`config.mk`:
```
export PLATFORM = sky130hd
export DESIGN_NAME = stream_demux
export DESIGN_NICKNAME = d
export VERILOG_FILES = /design/src/rtl/stream_demux_pkg.sv /design/src/rtl/stream_demux_slot.sv /design/src/rtl/stream_demux.sv
export SDC_FILE = /design/constraint.sdc
export NUM_CORES = 1
export LEC_CHECK = 0
export CAP_MARGIN = 30
export CORE_ASPECT_RATIO = 0.6
export CORE_MARGIN = 4
export CORE_UTILIZATION = 50
export CTS_CLUSTER_DIAMETER = 120
export DETAILED_ROUTE_END_ITERATION = 6
export PLACE_DENSITY_LB_ADDON = 0.05
export SYNTH_ARGS = -nofsm -noshare
export SYNTH_HDL_FRONTEND = slang
export SYNTH_SLANG_ARGS = --single-unit
```
`constraint.sdc`:
```
create_clock -name clk -period 2.7 [get_ports clk]
set_input_delay 0.27 -clock clk [delete_from_list [all_inputs] [get_ports clk]]
set_output_delay 0.27 -clock clk [all_outputs]
set_load 0.005 [all_outputs]
```
`src/rtl/stream_demux_pkg.sv`:
```
// stream_demux_pkg: shared helpers for the registered stream demultiplexer.
//   sel_onehot : one-hot decode of a channel index, zero when the index is
//                not below the channel count.
//   sat_inc    : increment that saturates at the all-ones value of a given width.
package stream_demux_pkg;

    localparam int unsigned MAX_CH = 16;

    function automatic logic [MAX_CH-1:0] sel_onehot(input int unsigned idx,
                                                     input int unsigned num_ch);
        logic [MAX_CH-1:0] oh;
        oh = '0;
        if (idx < num_ch && idx < MAX_CH) begin
            oh[idx[3:0]] = 1'b1;
        end
        return oh;
    endfunction

    function automatic logic [31:0] sat_inc(input logic [31:0] v,
                                            input int unsigned w);
        logic [31:0] lim;
        lim = (w >= 32) ? '1 : ((32'd1 << w) - 32'd1);
        return (v >= lim) ? lim : v + 32'd1;
    endfunction

endpackage

```
`src/rtl/stream_demux_slot.sv`:
```
// demux_slot: one-entry output register with a valid flag.
//   clk, rst_n : clock, asynchronous active-low reset
//   load       : capture din and mark the slot valid
//   din        : payload to capture
//   ready      : consumer ready; drains the slot when valid
//   valid      : slot holds a beat
//   dout       : held payload (kept after draining)
//   free       : slot can accept a beat this cycle (empty or draining)
module demux_slot
    import stream_demux_pkg::*;
#(
    parameter int unsigned DATA_W = 8
) (
    input  logic              clk,
    input  logic              rst_n,
    input  logic              load,
    input  logic [DATA_W-1:0] din,
    input  logic              ready,
    output logic              valid,
    output logic [DATA_W-1:0] dout,
    output logic              free
);

    assign free = !valid || ready;

    always_ff @(posedge clk or negedge rst_n) begin
        if (!rst_n) begin
            valid <= 1'b0;
            dout  <= '0;
        end else if (load) begin
            valid <= 1'b1;
            dout  <= din;
        end else if (ready) begin
            valid <= 1'b0;
        end
    end

endmodule

```
`src/rtl/stream_demux.sv`:
```
// stream_demux: registered 1-to-NUM_CH stream demultiplexer.
//   in_valid/in_ready/in_data : input stream
//   in_sel    : unicast destination index
//   in_bcast  : send to every enabled channel, in_sel ignored
//   ch_en     : per-channel enable mask (gates new loads only)
//   out_valid/out_ready/out_data : per-channel streams, channel k at
//               out_data[k*DATA_W +: DATA_W]
//   drop_cnt  : saturating count of beats with no enabled destination
module stream_demux
    import stream_demux_pkg::*;
#(
    parameter int unsigned DATA_W = 8,
    parameter int unsigned NUM_CH = 4,
    parameter int unsigned SEL_W  = 2,
    parameter int unsigned CNT_W  = 16
) (
    input  logic                     clk,
    input  logic                     rst_n,
    input  logic                     in_valid,
    output logic                     in_ready,
    input  logic [DATA_W-1:0]        in_data,
    input  logic [SEL_W-1:0]         in_sel,
    input  logic                     in_bcast,
    input  logic [NUM_CH-1:0]        ch_en,
    output logic [NUM_CH-1:0]        out_valid,
    input  logic [NUM_CH-1:0]        out_ready,
    output logic [NUM_CH*DATA_W-1:0] out_data,
    output logic [CNT_W-1:0]         drop_cnt
);

    logic [MAX_CH-1:0] sel_oh;
    logic [NUM_CH-1:0] tgt;
    logic [NUM_CH-1:0] free;
    logic [NUM_CH-1:0] load;
    logic              acc;
    logic              unused_sel_oh;

    always_comb begin
        sel_oh = sel_onehot(32'(in_sel), NUM_CH);
        tgt    = in_bcast ? ch_en : (sel_oh[NUM_CH-1:0] & ch_en);
    end

    // Upper decode bits are always zero for NUM_CH < MAX_CH.
    assign unused_sel_oh = ^sel_oh;

    // All-or-nothing: every targeted slot must be free, so a broadcast
    // never partially delivers. An empty target mask is always ready.
    assign in_ready = &(free | ~tgt);
    assign acc      = in_valid && in_ready;
    assign load     = {NUM_CH{acc}} & tgt;

    for (genvar k = 0; k < NUM_CH; k++) begin : g_slot
        demux_slot #(.DATA_W(DATA_W)) u_slot (
            .clk   (clk),
            .rst_n (rst_n),
            .load  (load[k]),
            .din   (in_data),
            .ready (out_ready[k]),
            .valid (out_valid[k]),
            .dout  (out_data[k*DATA_W +: DATA_W]),
            .free  (free[k])
        );
    end

    always_ff @(posedge clk or negedge rst_n) begin
        if (!rst_n) begin
            drop_cnt <= '0;
        end else if (acc && tgt == '0) begin
            drop_cnt <= CNT_W'(sat_inc(32'(drop_cnt), CNT_W));
        end
    end

endmodule

```
After elaboration in Yosys (flattened, before gate mapping)
Cells that the tools add are included.

Output and inout port bits: 53. Input bits: 22. Word-level logic and storage cells: 46. Flip-flop bits (word level): 52.

Bitwise logic cells: 4. Multiplexer cells: 12. Order comparisons: 3. $add $sub $neg: 1. Reduce and logical (&&, ||, !) cells: 17.

Operator list (count): 16-bit by 1-bit adder with 16-bit output, second input constant (1); 16-bit greater-or-equal comparator, second input constant (1); 16-bit two-way mux (1); 1-bit two-way mux (9); 4-bit AND (2); 2-bit nonzero test (4); 2-bit by 5-bit < comparator with 1-bit output, second input constant (1); 1-bit logical NOT (4); 4-bit logical NOT (1); 1-bit logical OR (4); 4-bit two-way mux (1); 4-bit inverter (1); 4-bit bitwise OR (1); 4-bit AND reduction (1); 1-bit logical AND (3); 1-bit demux with 2-bit select (1); 2-bit by 1-bit greater-or-equal comparator with 1-bit output, second input constant (1).

Logic depth before layout (Yosys ltp)
Gate-level depths: netlist of run 1.

Word-level depth: 12. Mapped depth: 7. Gate-level depth less buffers: 5.

Modules after synthesis
Synthesis of run 1 repeated with hierarchy kept, for this count alone.

Cell total of the unflattened synthesis: 199. Area total of the unflattened synthesis: 2506.2 sq um.

Modules (own cells, without submodules): demux_slot (times used 4, seq. area each 225.2 sq um, cells an instance 20, area each 369.1 sq um); stream_demux (times used 1, seq. area each 400.4 sq um, cells an instance 119, area each 1029.7 sq um).

Least setup slack after synthesis of run 1
Ideal clock, no wire load.

Path kind: input -> register. Start: input port in_sel[0]. End: register g_slot[0].u_slot.dout[0]. Arrival time: 1.622 ns. Setup time: 0.125 ns. Slack: 0.953 ns. Cell stages on the path: 6. Data required time: 2.575 ns. Path buffers: 1. Path through: nor2b_1 > o21ai_1 > o22ai_2 > or4_1 > buf_6 > mux2_4.

Word-level cells in the longest chain between the ends: 11. Elaborated cells between the ends (all ways): 12. Those cells by class: order compare: 2; mux: 3; bitwise: 4; reduce/logical: 3.

RTL lines: from (decl) (line stream_demux.sv:22) `input logic [SEL_W-1:0] in_sel,`; 2-bit by 5-bit < comparator with 1-bit output (not written as such) / 2-bit by 1-bit greater-or-equal comparator with 1-bit output (equally long branches) (line stream_demux_pkg.sv:14) `oh[idx[3:0]] = 1'b1;`; 1-bit logical AND (not written as such) (line stream_demux_pkg.sv:14); 1-bit two-way mux (not written as such) (line stream_demux_pkg.sv:14); 1-bit demux with 2-bit select * (line stream_demux_pkg.sv:14); 4-bit AND * (line stream_demux.sv:40) `tgt = in_bcast ? ch_en : (sel_oh[NUM_CH-1:0] & ch_en);`; 4-bit two-way mux * (line stream_demux.sv:40); 4-bit inverter (line stream_demux.sv:48) `assign in_ready = &(free | ~tgt);`; 4-bit bitwise OR (line stream_demux.sv:48); 4-bit AND reduction (line stream_demux.sv:48); 1-bit logical AND (line stream_demux.sv:49) `assign acc = in_valid && in_ready;`; 4-bit AND * (line stream_demux.sv:50) `assign load = {NUM_CH{acc}} & tgt;`; to (signal assigned) (line stream_demux_slot.sv:32) `dout <= din;`; to (decl) (line stream_demux_slot.sv:20) `output logic [DATA_W-1:0] dout,`.

Mark *: on every way between the ends. The rest lies on a longest branch, timed or not. A chain may end at the register's enable or synchronous reset.

Final worst setup path of run 1
Start: input port in_sel[1]. End: output port in_ready.

Word-level cells in the longest chain between the ends: 9. Elaborated cells between the ends (all ways): 10. Those cells by class: order compare: 2; mux: 3; bitwise: 3; reduce/logical: 2.

RTL lines: 2-bit by 5-bit < comparator with 1-bit output (not written as such) / 2-bit by 1-bit greater-or-equal comparator with 1-bit output (equally long branches) (line stream_demux_pkg.sv:14); 1-bit logical AND (not written as such) (line stream_demux_pkg.sv:14); 1-bit two-way mux (not written as such) (line stream_demux_pkg.sv:14); 1-bit demux with 2-bit select * (line stream_demux_pkg.sv:14); 4-bit AND * (line stream_demux.sv:40); 4-bit two-way mux * (line stream_demux.sv:40); 4-bit inverter * (line stream_demux.sv:48); 4-bit bitwise OR * (line stream_demux.sv:48); 4-bit AND reduction * (line stream_demux.sv:48); to (decl) (line stream_demux.sv:20) `output logic in_ready,`.

Marked as above.

==> impl_metrics.py, run 1 <==
metrics = {
    "grt": {
        "grt_max_degree": 34,
        "first_global_vias": 1971,
        "antenna_found_initial": 0,
        "track_usage_pct": 21.2,
        "grt_pass1_wl_microns": 10400,
        "globalRouteOverflowTotal": 0,
    },
    "yosys": {
        "syn_nets": 228,
        "synth.most_common_cell": "dfrtp_1",
        "synthTopCellsByArea": "dfrtp_1, mux2_4, mux2_2",
        "synth_warnings": 0,
        "synthTopCellsByCount": "dfrtp_1, mux2_2, mux2_4",
        "synth_seq_cells": 52,
        "yosys_most_used_dff": "dfrtp_1",
        "synth_area_sq_mm": 0.00250,
        "ys_seq_area_share_pct": 52.1,
        "post_synth_num_cell_types": 47,
        "synth_top_area_share_pct": 52.1,
        "syn_inst": 205,
        "yosysTopAreaCell": "dfrtp_1",
        "ys_async_sr_fraction_pct": 100,
        "avgSynthCellArea_sq_um": 12.2,
        "synth_edf_count": 0,
    },
    "flow_run": {
        "maxCapViolCount": 0,
    },
    "place": {
        "post-dp-hpwl_microns": 4570,
        "place.gp.congestion": 0.827,
        "port_buffers": 74,
        "dp_cells": 339,
    },
    "drt": {
        "drtIter0Drc": 137,
        "vias": 1959,
        "firstDrtPassIters": 4,
        "postRouteAntennaNets": 0,
        "drcViolationCount": 0,
        "avgViaCountPerCell": 5.63,
        "routedWlPerCell_microns": 17.8,
        "drt_wl_total_microns": 6200,
    },
    "floorplanning": {
        "io_pins": 75,
        "initial_core_util_pct": 53.1,
        "core_area_sq_mm": 0.00471,
        "die_area_sq_mm": 0.00623,
        "chipWidth_microns": 99.3,
        "num_rows": 19,
        "dieHeight_microns": 62.8,
    },
    "hold_path": {
        "hp-class": "in2async",
    },
    "critical_path": {
        "cp.required_ns": 2.43,
        "crit_path_start_kind": "input port",
        "crit_fanout": 8,
        "cp.arrival_ns": 2.21,
        "cp-end-kind": "output port",
        "critical_path_class": "in2out",
    },
    "cells_and_area": {
        "register_area_sq_mm": 0.00130,
        "multiInputGateArea_sq_mm": 0.00110,
        "num-fill-cells": 348,
        "area_growth_pct": 35.8,
        "antenna_cells": 0,
        "drive_gt1_share_pct": 20.0,
        "finalNonFillerCells": 348,
        "fin_nets": 307,
    },
    "power": {
        "powerDensity_mw_per_mm2": 652,
        "switchingPower_uw": 618,
        "p_sw_share_pct": 27.9,
        "peakVddDrop_uv": 509,
        "p_leak_nw": 1.51,
        "combinationalPowerShare_pct": 31.9,
        "intPower_mw": 1.60,
        "power_frac_clock_pct": 20.0,
        "p_seq_share_pct": 48.1,
    },
    "timing": {
        "finalMaxSlewViolations": 0,
        "final_hold_viol_count": 0,
        "slew_headroom_pct": 34.4,
        "skew_ns": 0.00524,
        "fin_tns_setup_ns": 0,
        "setup_viol": 0,
        "fmax_mhz": 403,
        "rsz0062_at_grt": "no",
        "finalCriticalPeriod_ns": 2.48,
        "worstMarginPinSlew_ns": 0.984,
        "fin_crit_sh_pct": 91.9,
    },
    "cts": {
        "cts_tree": "yes",
        "ctsRootBufferMaster": "clkbuf_8",
        "cts_max_level": 2,
        "cts.sinks": 52,
        "clk_path_buf_depth": 2,
        "path_clk_slew_ns": 0.09,
        "clock_latency_ns": 0.31,
        "cts_buffers": 5,
    },
    "status": {
        "outcome": "completed",
    },
}
[worst paths after layout]
| kind | startpoint | end | slack, ns | depth (start not counted) |
|---|---|---|---|---|
| max in group asynchronous | rst_n | g_slot[3].u_slot.dout[3]$_DFFE_PN0P_ | 1.49 | 3 |
| min in group clk | g_slot[2].u_slot.valid$_DFFE_PN0P_ | g_slot[2].u_slot.valid$_DFFE_PN0P_ | 0.51 | 1 |
| worst min-delay path | rst_n | drop_cnt[11]$_DFFE_PN0P_ | 0.43 | 2 |
| worst max register to register | drop_cnt[7]$_DFFE_PN0P_ | drop_cnt[1]$_DFFE_PN0P_ | 0.73 | 5 |
| worst min register to register | g_slot[2].u_slot.valid$_DFFE_PN0P_ | g_slot[2].u_slot.valid$_DFFE_PN0P_ | 0.51 | 1 |
| worst max-delay path | in_sel[1] | in_ready | 0.22 | 7 |
[kinds of logic (layout without fill, tap and decap cells)]
kind of cell               after synthesis  count (layout)  synth area share (%)
and+or+nand+nor                         63              63                  15.0
AOI/OAI and AO/OA                       36              36                  10.4
xor gates and xnor gates                 1               1                 0.350
buffers and inverters                   18              98                  4.00
muxes                                   34              34                  17.7
adders and majority gates                1               1                 0.500
DFF                                     52              52                  52.1
[per-stage QoR]
step           worst slack (ns)  hold slack, ns  util (%)  instance area (sq um)  power [mW]
4_1_cts                   0.248           0.428      72.1                   3400        2.24
3_3_place_gp              0.201           0.235      70.0                   3300        1.77
2_1_floorplan             0.953         -0.0256         -                   2500        1.34
3_5_place_dp              0.210           0.237      70.0                   3300        1.79
6_report                  0.218           0.435      72.1                   3400        2.21
5_1_grt                   0.152           0.463      72.1                   3400        2.35
[layout by cell type, fill, tap and decap left out, types with 2 or more instances in the layout]
cell | netlist | layout
o21ai_0 | 8 | 8
o31a_1 | 2 | 2
inv_1 | 8 | 8
dfrtp_1 | 52 | 52
a21oi_1 | 2 | 2
a211o_1 | 4 | 4
nor4_4 | 2 | 2
nor3_1 | 4 | 4
nand2_1 | 15 | 15
buf_4 | 4 | 7
clkdlybuf4s50_1 | 0 | 73
nor2_1 | 8 | 8
mux2_2 | 17 | 17
or3_1 | 2 | 2
mux2_4 | 16 | 16
nand2b_1 | 2 | 2
or2b_2 | 2 | 2
o31ai_1 | 2 | 2
and3_1 | 5 | 5
o21ai_1 | 2 | 2
clkbuf_8 | 0 | 5
or4_1 | 4 | 4
and4_1 | 2 | 2
nand4_1 | 4 | 4
a31oi_1 | 4 | 4
nand3_1 | 5 | 5
nor2b_1 | 3 | 3
o21a_1 | 2 | 2
[critical path, cell delays in order]
cell	delay, ns
clkdlybuf4s50_1	0.63
a21o_2	0.17
nand2_1	0.11
o32ai_2	0.30
buf_4	0.21
nor2_1	0.06
clkdlybuf4s50_1	0.46
[sequential cells by signal (all words and copies together), names as in the netlist]
register,cells
g_slot.u_slot.dout,32
drop_cnt,16
g_slot.u_slot.valid,4
[power groups by stage]
stage,sequential (mW),clock [mW],combinational (mW)
finish,1.07,0.443,0.705
global route,1.10,0.499,0.756
CTS,1.07,0.463,0.713
detailed placement,1.08,0,0.709
global placement,1.07,0,0.696
floorplan,1.07,0,0.267
[final cells by class]
cell class,count,share of cell area [%]
clock buffers,6,2.14
clock inverters,2,0.479
inverters,8,0.884
multi-input cells,135,32.4
flip-flops and latches,52,38.3
well taps,63,2.32
repair buffers,82,23.5
[routing by layer]
metal  vias up  wire, microns  track usage (%)
met5         -              0                0
met1       963           2960             31.1
met4         0             88             5.96
met2        82           2620             30.4
met3        10            533             6.02
li1        904              -                -
[timing repair]
item / 4_1_cts / 5_1_grt
hold buffers: 1 / 0
endpoints found under the hold margin: 19 / 0
resized for setup: 0 / 0
buffers inserted: 0 / 0
No activity file was read; power rests on OpenSTA's default activity.
==> inputs of run 2 (changes only) <==
--- a/config.mk
+++ b/config.mk
@@ -12,6 +12,7 @@
 export CTS_CLUSTER_DIAMETER = 120
 export DETAILED_ROUTE_END_ITERATION = 6
 export PLACE_DENSITY_LB_ADDON = 0.05
+export RECOVER_POWER = 100
 export SYNTH_ARGS = -nofsm -noshare
 export SYNTH_HDL_FRONTEND = slang
 export SYNTH_SLANG_ARGS = --single-unit
==> constraint.sdc (replaced) <==
create_clock -name clk -period 3 [get_ports clk]
set_input_delay 0.3 -clock clk [delete_from_list [all_inputs] [get_ports clk]]
set_output_delay 0.3 -clock clk [all_outputs]
set_load 0.005 [all_outputs]
==> run 2 against run 1 <==
Against the previous run:
- the flow now finishes with violations (capacitance limit, slew limit)
- via count fell by 4.5%
- non-clock buffer count shrank 4
- combinational power decreased by 25%
==> impl_metrics.py, run 2 (same netlist as run 1, synthesis figures left out) <==
metrics = {
    "status": {
        "outcome": "finished with violations",
        "violations": "capacitance limit, slew limit",
    },
    "floorplanning": {
        "io_pins": 75,
        "die_area_sq_mm": 0.00623,
        "core_area_sq_mm": 0.00471,
        "initial_core_util_pct": 53.1,
        "chipWidth_microns": 99.3,
        "dieHeight_microns": 62.8,
        "num_rows": 19,
    },
    "critical_path": {
        "crit_fanout": 9,
        "cp.arrival_ns": 2.87,
        "r2r_setup_slack_ns": 0.72,
        "reg2reg_to": "g_slot[3].u_slot.dout[3]$_DFFE_PN0P_",
        "cp.required_ns": 3.19,
        "rr_worst_depth": 4,
        "critical_path_class": "in2reg",
        "cp-end-kind": "flip-flop",
        "crit_path_start_kind": "input port",
        "r2r-start": "g_slot[0].u_slot.valid$_DFFE_PN0P_",
    },
    "cells_and_area": {
        "area_growth_pct": 31.7,
        "reg_top3": "g_slot.u_slot.dout x32, drop_cnt x16, g_slot.u_slot.valid x4",
        "utilization_pct": 70.0,
        "fin_nets": 303,
        "drive_gt1_share_pct": 12.5,
        "final_cell_mix": "dlygate4sd3_1, dfrtp_1, clkdlybuf4s50_1",
        "regMostFlops": "g_slot.u_slot.dout",
        "mostFrequentLayoutCell": "dlygate4sd3_1",
        "largest_reg_flops": 32,
        "num-fill-cells": 374,
        "antenna_cells": 0,
    },
    "cts": {
        "ctsRootBufferMaster": "clkbuf_8",
        "post_cts_resized": 0,
        "cts.sinks": 52,
        "clock_latency_ns": 0.31,
        "cts_setup_buffers": 0,
        "cts_max_level": 2,
        "path_clk_slew_ns": 0.09,
        "cts_tree": "yes",
        "clk_path_buf_depth": 2,
        "hold_buffers": 0,
        "cts_buffers": 5,
    },
    "timing": {
        "final_hold_viol_count": 0,
        "slew_headroom_pct": -2.75,
        "rsz0062_at_grt": "no",
        "worstMarginPinSlew_ns": 1.54,
        "finalCriticalPeriod_ns": 2.68,
        "fin_tns_setup_ns": 0,
        "skew_ns": 0.00885,
        "fmax_mhz": 374,
        "fin_crit_sh_pct": 89.2,
        "setup_viol": 0,
        "finalMaxSlewViolations": 31,
        "fin_hold_ws_ns": 0.353,
    },
    "place": {
        "place.gp.congestion": 0.846,
        "post-dp-hpwl_microns": 4380,
        "port_buffers": 74,
    },
    "drt": {
        "drtIter0Drc": 89,
        "routedWlPerCell_microns": 17.4,
        "drt_wl_total_microns": 5970,
        "firstDrtPassIters": 4,
        "postRouteAntennaNets": 0,
        "avgViaCountPerCell": 5.44,
        "drcViolationCount": 0,
        "vias": 1871,
    },
    "flow_run": {
        "maxCapViolCount": 1,
    },
    "grt": {
        "grt_max_degree": 31,
        "globalRouteOverflowTotal": 0,
        "antenna_found_initial": 0,
        "track_usage_pct": 20.6,
        "first_global_vias": 1942,
        "grt_pass1_wl_microns": 10100,
    },
    "hold_path": {
        "hp-class": "in2async",
    },
    "power": {
        "peakVddDrop_uv": 506,
        "p_leak_nw": 1.47,
        "power_mw": 1.95,
        "powerDensity_mw_per_mm2": 593,
    },
}
==> run 2: worst max path at each step <==
stage	start	to	slack [ns]
3_5_place_dp	in_sel[1]	g_slot[3].u_slot.dout[3]$_DFFE_PN0P_	0.40
6_report	in_sel[1]	g_slot[3].u_slot.dout[3]$_DFFE_PN0P_	0.32
4_1_cts	in_sel[1]	in_ready	0.44
3_3_place_gp	in_sel[1]	g_slot[3].u_slot.dout[3]$_DFFE_PN0P_	0.49
2_1_floorplan	in_sel[0]	g_slot[0].u_slot.dout[0]$_DFFE_PN0P_	1.22
5_1_grt	in_sel[1]	g_slot[3].u_slot.dout[5]$_DFFE_PN0P_	0.20
==> run 2: metal layers <==
layer,vias to the layer above,GRT usage [%],wire length (microns),share of wire (%)
li1,894,-,-,-
met1,909,30.6,3020,51
met2,64,29.4,2530,42
met3,4,5.57,386,6.5
met4,0,5.62,36,0.60
met5,-,0,0,0
==> run 2: metrics by stage <==
step                cells  area [sq um]  setup slack (ns)
finish                344          3290             0.324
global route          344          3290             0.198
CTS                   344          3380             0.437
detailed placement    336          3270             0.399
global placement      336          3270             0.485
floorplan             205          2500              1.22
==> run 2: area by class of cell <==
class | count | area [sq um] | area share (%)
tap | 63 | 78.8 | 2.39
inverter | 8 | 30.0 | 0.912
multi-input combinational | 135 | 1020 | 31.0
clock inverter | 2 | 35.0 | 1.06
clock buffer | 6 | 72.6 | 2.20
sequential | 52 | 1300 | 39.5
timing repair buffer | 78 | 753 | 22.9
==> run 2: power by group <==
group	internal (mW)	switching [mW]	leakage (nW)	total, mW
sequential	0.844	0.105	0.634	0.949
combinational	0.327	0.201	0.778	0.528
clock	0.248	0.229	0.0552	0.477
==> run 2: worst max-delay path, cell delays in order <==
cell           delay [ns]
dlygate4sd3_1        0.69
nor2b_1              0.10
o21ai_1              0.17
o22ai_1              0.17
nor4_2               1.00
mux2_2               0.42
==> inputs of run 3 (changes only) <==
--- a/config.mk
+++ b/config.mk
@@ -6,7 +6,6 @@
 export NUM_CORES = 1
 export LEC_CHECK = 0
 export CAP_MARGIN = 30
-export CORE_ASPECT_RATIO = 0.6
 export CORE_MARGIN = 4
 export CORE_UTILIZATION = 50
 export CTS_CLUSTER_DIAMETER = 120
==> run 3 against run 2 <==
Against the previous run:
- the run still ends with capacitance limit, slew limit left
- clock power is 18% lower
- sequential power about the same
- wire length shrank 7.8%
- flip-flop and latch count stayed put
- final cell count rose by 1.7%
- critical path type is now in2out
- largest cell class unchanged
- largest power group unchanged
==> impl_metrics.py, run 3 (same netlist as run 1, synthesis figures left out) <==
metrics = {
    "drt": {
        "postRouteAntennaNets": 0,
        "vias": 1888,
        "routedWlPerCell_microns": 15.7,
        "drtIter0Drc": 103,
        "firstDrtPassIters": 4,
        "avgViaCountPerCell": 5.39,
        "drt_wl_total_microns": 5510,
        "drcViolationCount": 0,
    },
    "status": {
        "outcome": "finished with violations",
        "violations": "capacitance limit, slew limit",
    },
    "critical_path": {
        "cp.required_ns": 2.70,
        "critical_path_class": "in2out",
        "crit_chain": "dlygate4sd3_1 -> a21o_2 -> nand2_1 -> o32ai_2 -> nor2_1 -> clkdlybuf4s50_1",
        "crit_fanout": 8,
        "rr_worst_depth": 5,
        "crit_path_top_delay_cell": "dlygate4sd3_1",
        "cp-end-kind": "output port",
        "crit_path_start_kind": "input port",
        "critPathMaxStageDelay_ns": 0.68,
        "cp.arrival_ns": 2.28,
    },
    "grt": {
        "grt_max_degree": 40,
        "antenna_found_initial": 0,
        "first_global_vias": 1846,
        "globalRouteOverflowTotal": 0,
        "grt_pass1_wl_microns": 9400,
        "track_usage_pct": 19.2,
    },
    "power": {
        "power_mw": 1.86,
        "powerDensity_mw_per_mm2": 565,
        "p_leak_nw": 1.45,
        "peakVddDrop_uv": 332,
    },
    "floorplanning": {
        "dieHeight_microns": 78.7,
        "chipWidth_microns": 78.7,
        "io_pins": 75,
        "num_rows": 25,
        "initial_core_util_pct": 52.2,
        "die_area_sq_mm": 0.00620,
        "core_area_sq_mm": 0.00479,
    },
    "timing": {
        "fin_crit_sh_pct": 86.1,
        "skew_ns": 0.00735,
        "finalCriticalPeriod_ns": 2.58,
        "fmax_mhz": 387,
        "worstMarginPinSlew_ns": 2.02,
        "fin_tns_setup_ns": 0,
        "rsz0062_at_grt": "no",
        "finalMaxSlewViolations": 40,
        "slew_headroom_pct": -34.5,
        "setup_viol": 0,
        "final_hold_viol_count": 0,
    },
    "place": {
        "post-dp-hpwl_microns": 4090,
        "port_buffers": 74,
        "dp_cells": 342,
        "place_area_sq_mm": 0.00329,
        "place.gp.congestion": 0.840,
    },
    "cells_and_area": {
        "largest_reg_flops": 32,
        "design_area_sq_mm": 0.00330,
        "reg_top3": "g_slot.u_slot.dout x32, drop_cnt x16, g_slot.u_slot.valid x4",
        "num-fill-cells": 380,
        "area_growth_pct": 31.9,
        "regMostFlops": "g_slot.u_slot.dout",
        "finalNonFillerCells": 350,
        "utilization_pct": 68.9,
        "fin_nets": 305,
        "antenna_cells": 0,
        "final_cell_mix": "dlygate4sd3_1, dfrtp_1, clkdlybuf4s50_1",
        "drive_gt1_share_pct": 11.7,
        "mostFrequentLayoutCell": "dlygate4sd3_1",
    },
    "cts": {
        "clk_path_buf_depth": 2,
        "cts_buffers": 5,
        "ctsRootBufferMaster": "clkbuf_8",
        "path_clk_slew_ns": 0.10,
        "hold_buffers": 0,
        "cts_setup_buffers": 0,
        "cts_max_level": 2,
        "cts_tree": "yes",
        "clock_latency_ns": 0.30,
        "cts.sinks": 52,
        "post_cts_resized": 0,
    },
    "flow_run": {
        "maxCapViolCount": 1,
    },
    "hold_path": {
        "hp-class": "reg2reg",
        "whs_path_depth": 1,
    },
}
-- run 3: cell types whose count changed in the layout (fill, tap and decap cells not counted) --
cell / before / now
nor4_4: 0 / 2
clkinvlp_4: 0 / 1
o21ai_0: 8 / 9
bufinv_16: 1 / 0
clkdlybuf4s50_1: 18 / 19
clkinv_2: 1 / 0
clkinv_4: 0 / 1
mux2_1: 14 / 16
dlygate4sd3_1: 55 / 54
nor4_2: 2 / 0
o21ai_1: 2 / 1
mux2_4: 2 / 0
clkbuf_1: 5 / 7
-- run 3: cell type report --
cell class | instances | area (sq um) | area share, %
multi-input combinational | 135 | 1030 | 31.3
tap | 67 | 83.8 | 2.54
clock inverter | 2 | 16.3 | 0.493
clock buffer | 6 | 72.6 | 2.20
timing repair buffer | 80 | 761 | 23.1
inverter | 8 | 30.0 | 0.911
sequential | 52 | 1300 | 39.5
-- run 3: final timing paths --
| kind | from | slack (ns) | to |
|---|---|---|---|
| worst max register to register | g_slot[0].u_slot.valid$_DFFE_PN0P_ | 0.70 | g_slot[0].u_slot.dout[2]$_DFFE_PN0P_ |
| worst max-delay path | in_sel[1] | 0.42 | in_ready |
| worst min register to register | g_slot[1].u_slot.dout[7]$_DFFE_PN0P_ | 0.49 | g_slot[1].u_slot.dout[7]$_DFFE_PN0P_ |
| min in group asynchronous | rst_n | 0.56 | drop_cnt[13]$_DFFE_PN0P_ |
| max in group asynchronous | rst_n | 0.94 | g_slot[2].u_slot.dout[6]$_DFFE_PN0P_ |
| worst min-delay path | g_slot[1].u_slot.dout[7]$_DFFE_PN0P_ | 0.49 | g_slot[1].u_slot.dout[7]$_DFFE_PN0P_ |
-- run 3: stage by stage --
stage | hold WS (ns) | worst slack [ns]
6_report | 0.490 | 0.417
5_1_grt | 0.517 | 0.200
4_1_cts | 0.124 | 0.502
3_5_place_dp | 0.449 | 0.494
3_3_place_gp | 0.451 | 0.480
2_1_floorplan | 0.00441 | 1.22
-- run 3: where the power goes --
group | leakage (nW) | internal [mW] | switching (mW)
clock | 0.0414 | 0.166 | 0.225
combinational | 0.774 | 0.323 | 0.200
sequential | 0.634 | 0.843 | 0.104
total | 1.45 | 1.33 | 0.529
-- run 3: routing by layer --
| layer | vias to the layer above | global-route usage (%) | wire length, microns |
|---|---|---|---|
| met4 | 0 | 4.37 | 40 |
| met1 | 927 | 27.3 | 2510 |
| met5 | - | 0 | 0 |
| li1 | 905 | - | - |
| met2 | 51 | 29.8 | 2620 |
| met3 | 5 | 4.54 | 332 |
-- run 3: worst max-delay path: cells and delay by family --
| family | cells | cell delay, ns |
|---|---|---|
| and+or+nand+nor | 2 | 0.20 |
| AOI/OAI and AO/OA | 2 | 0.64 |
| buffers and inverters | 2 | 1.15 |
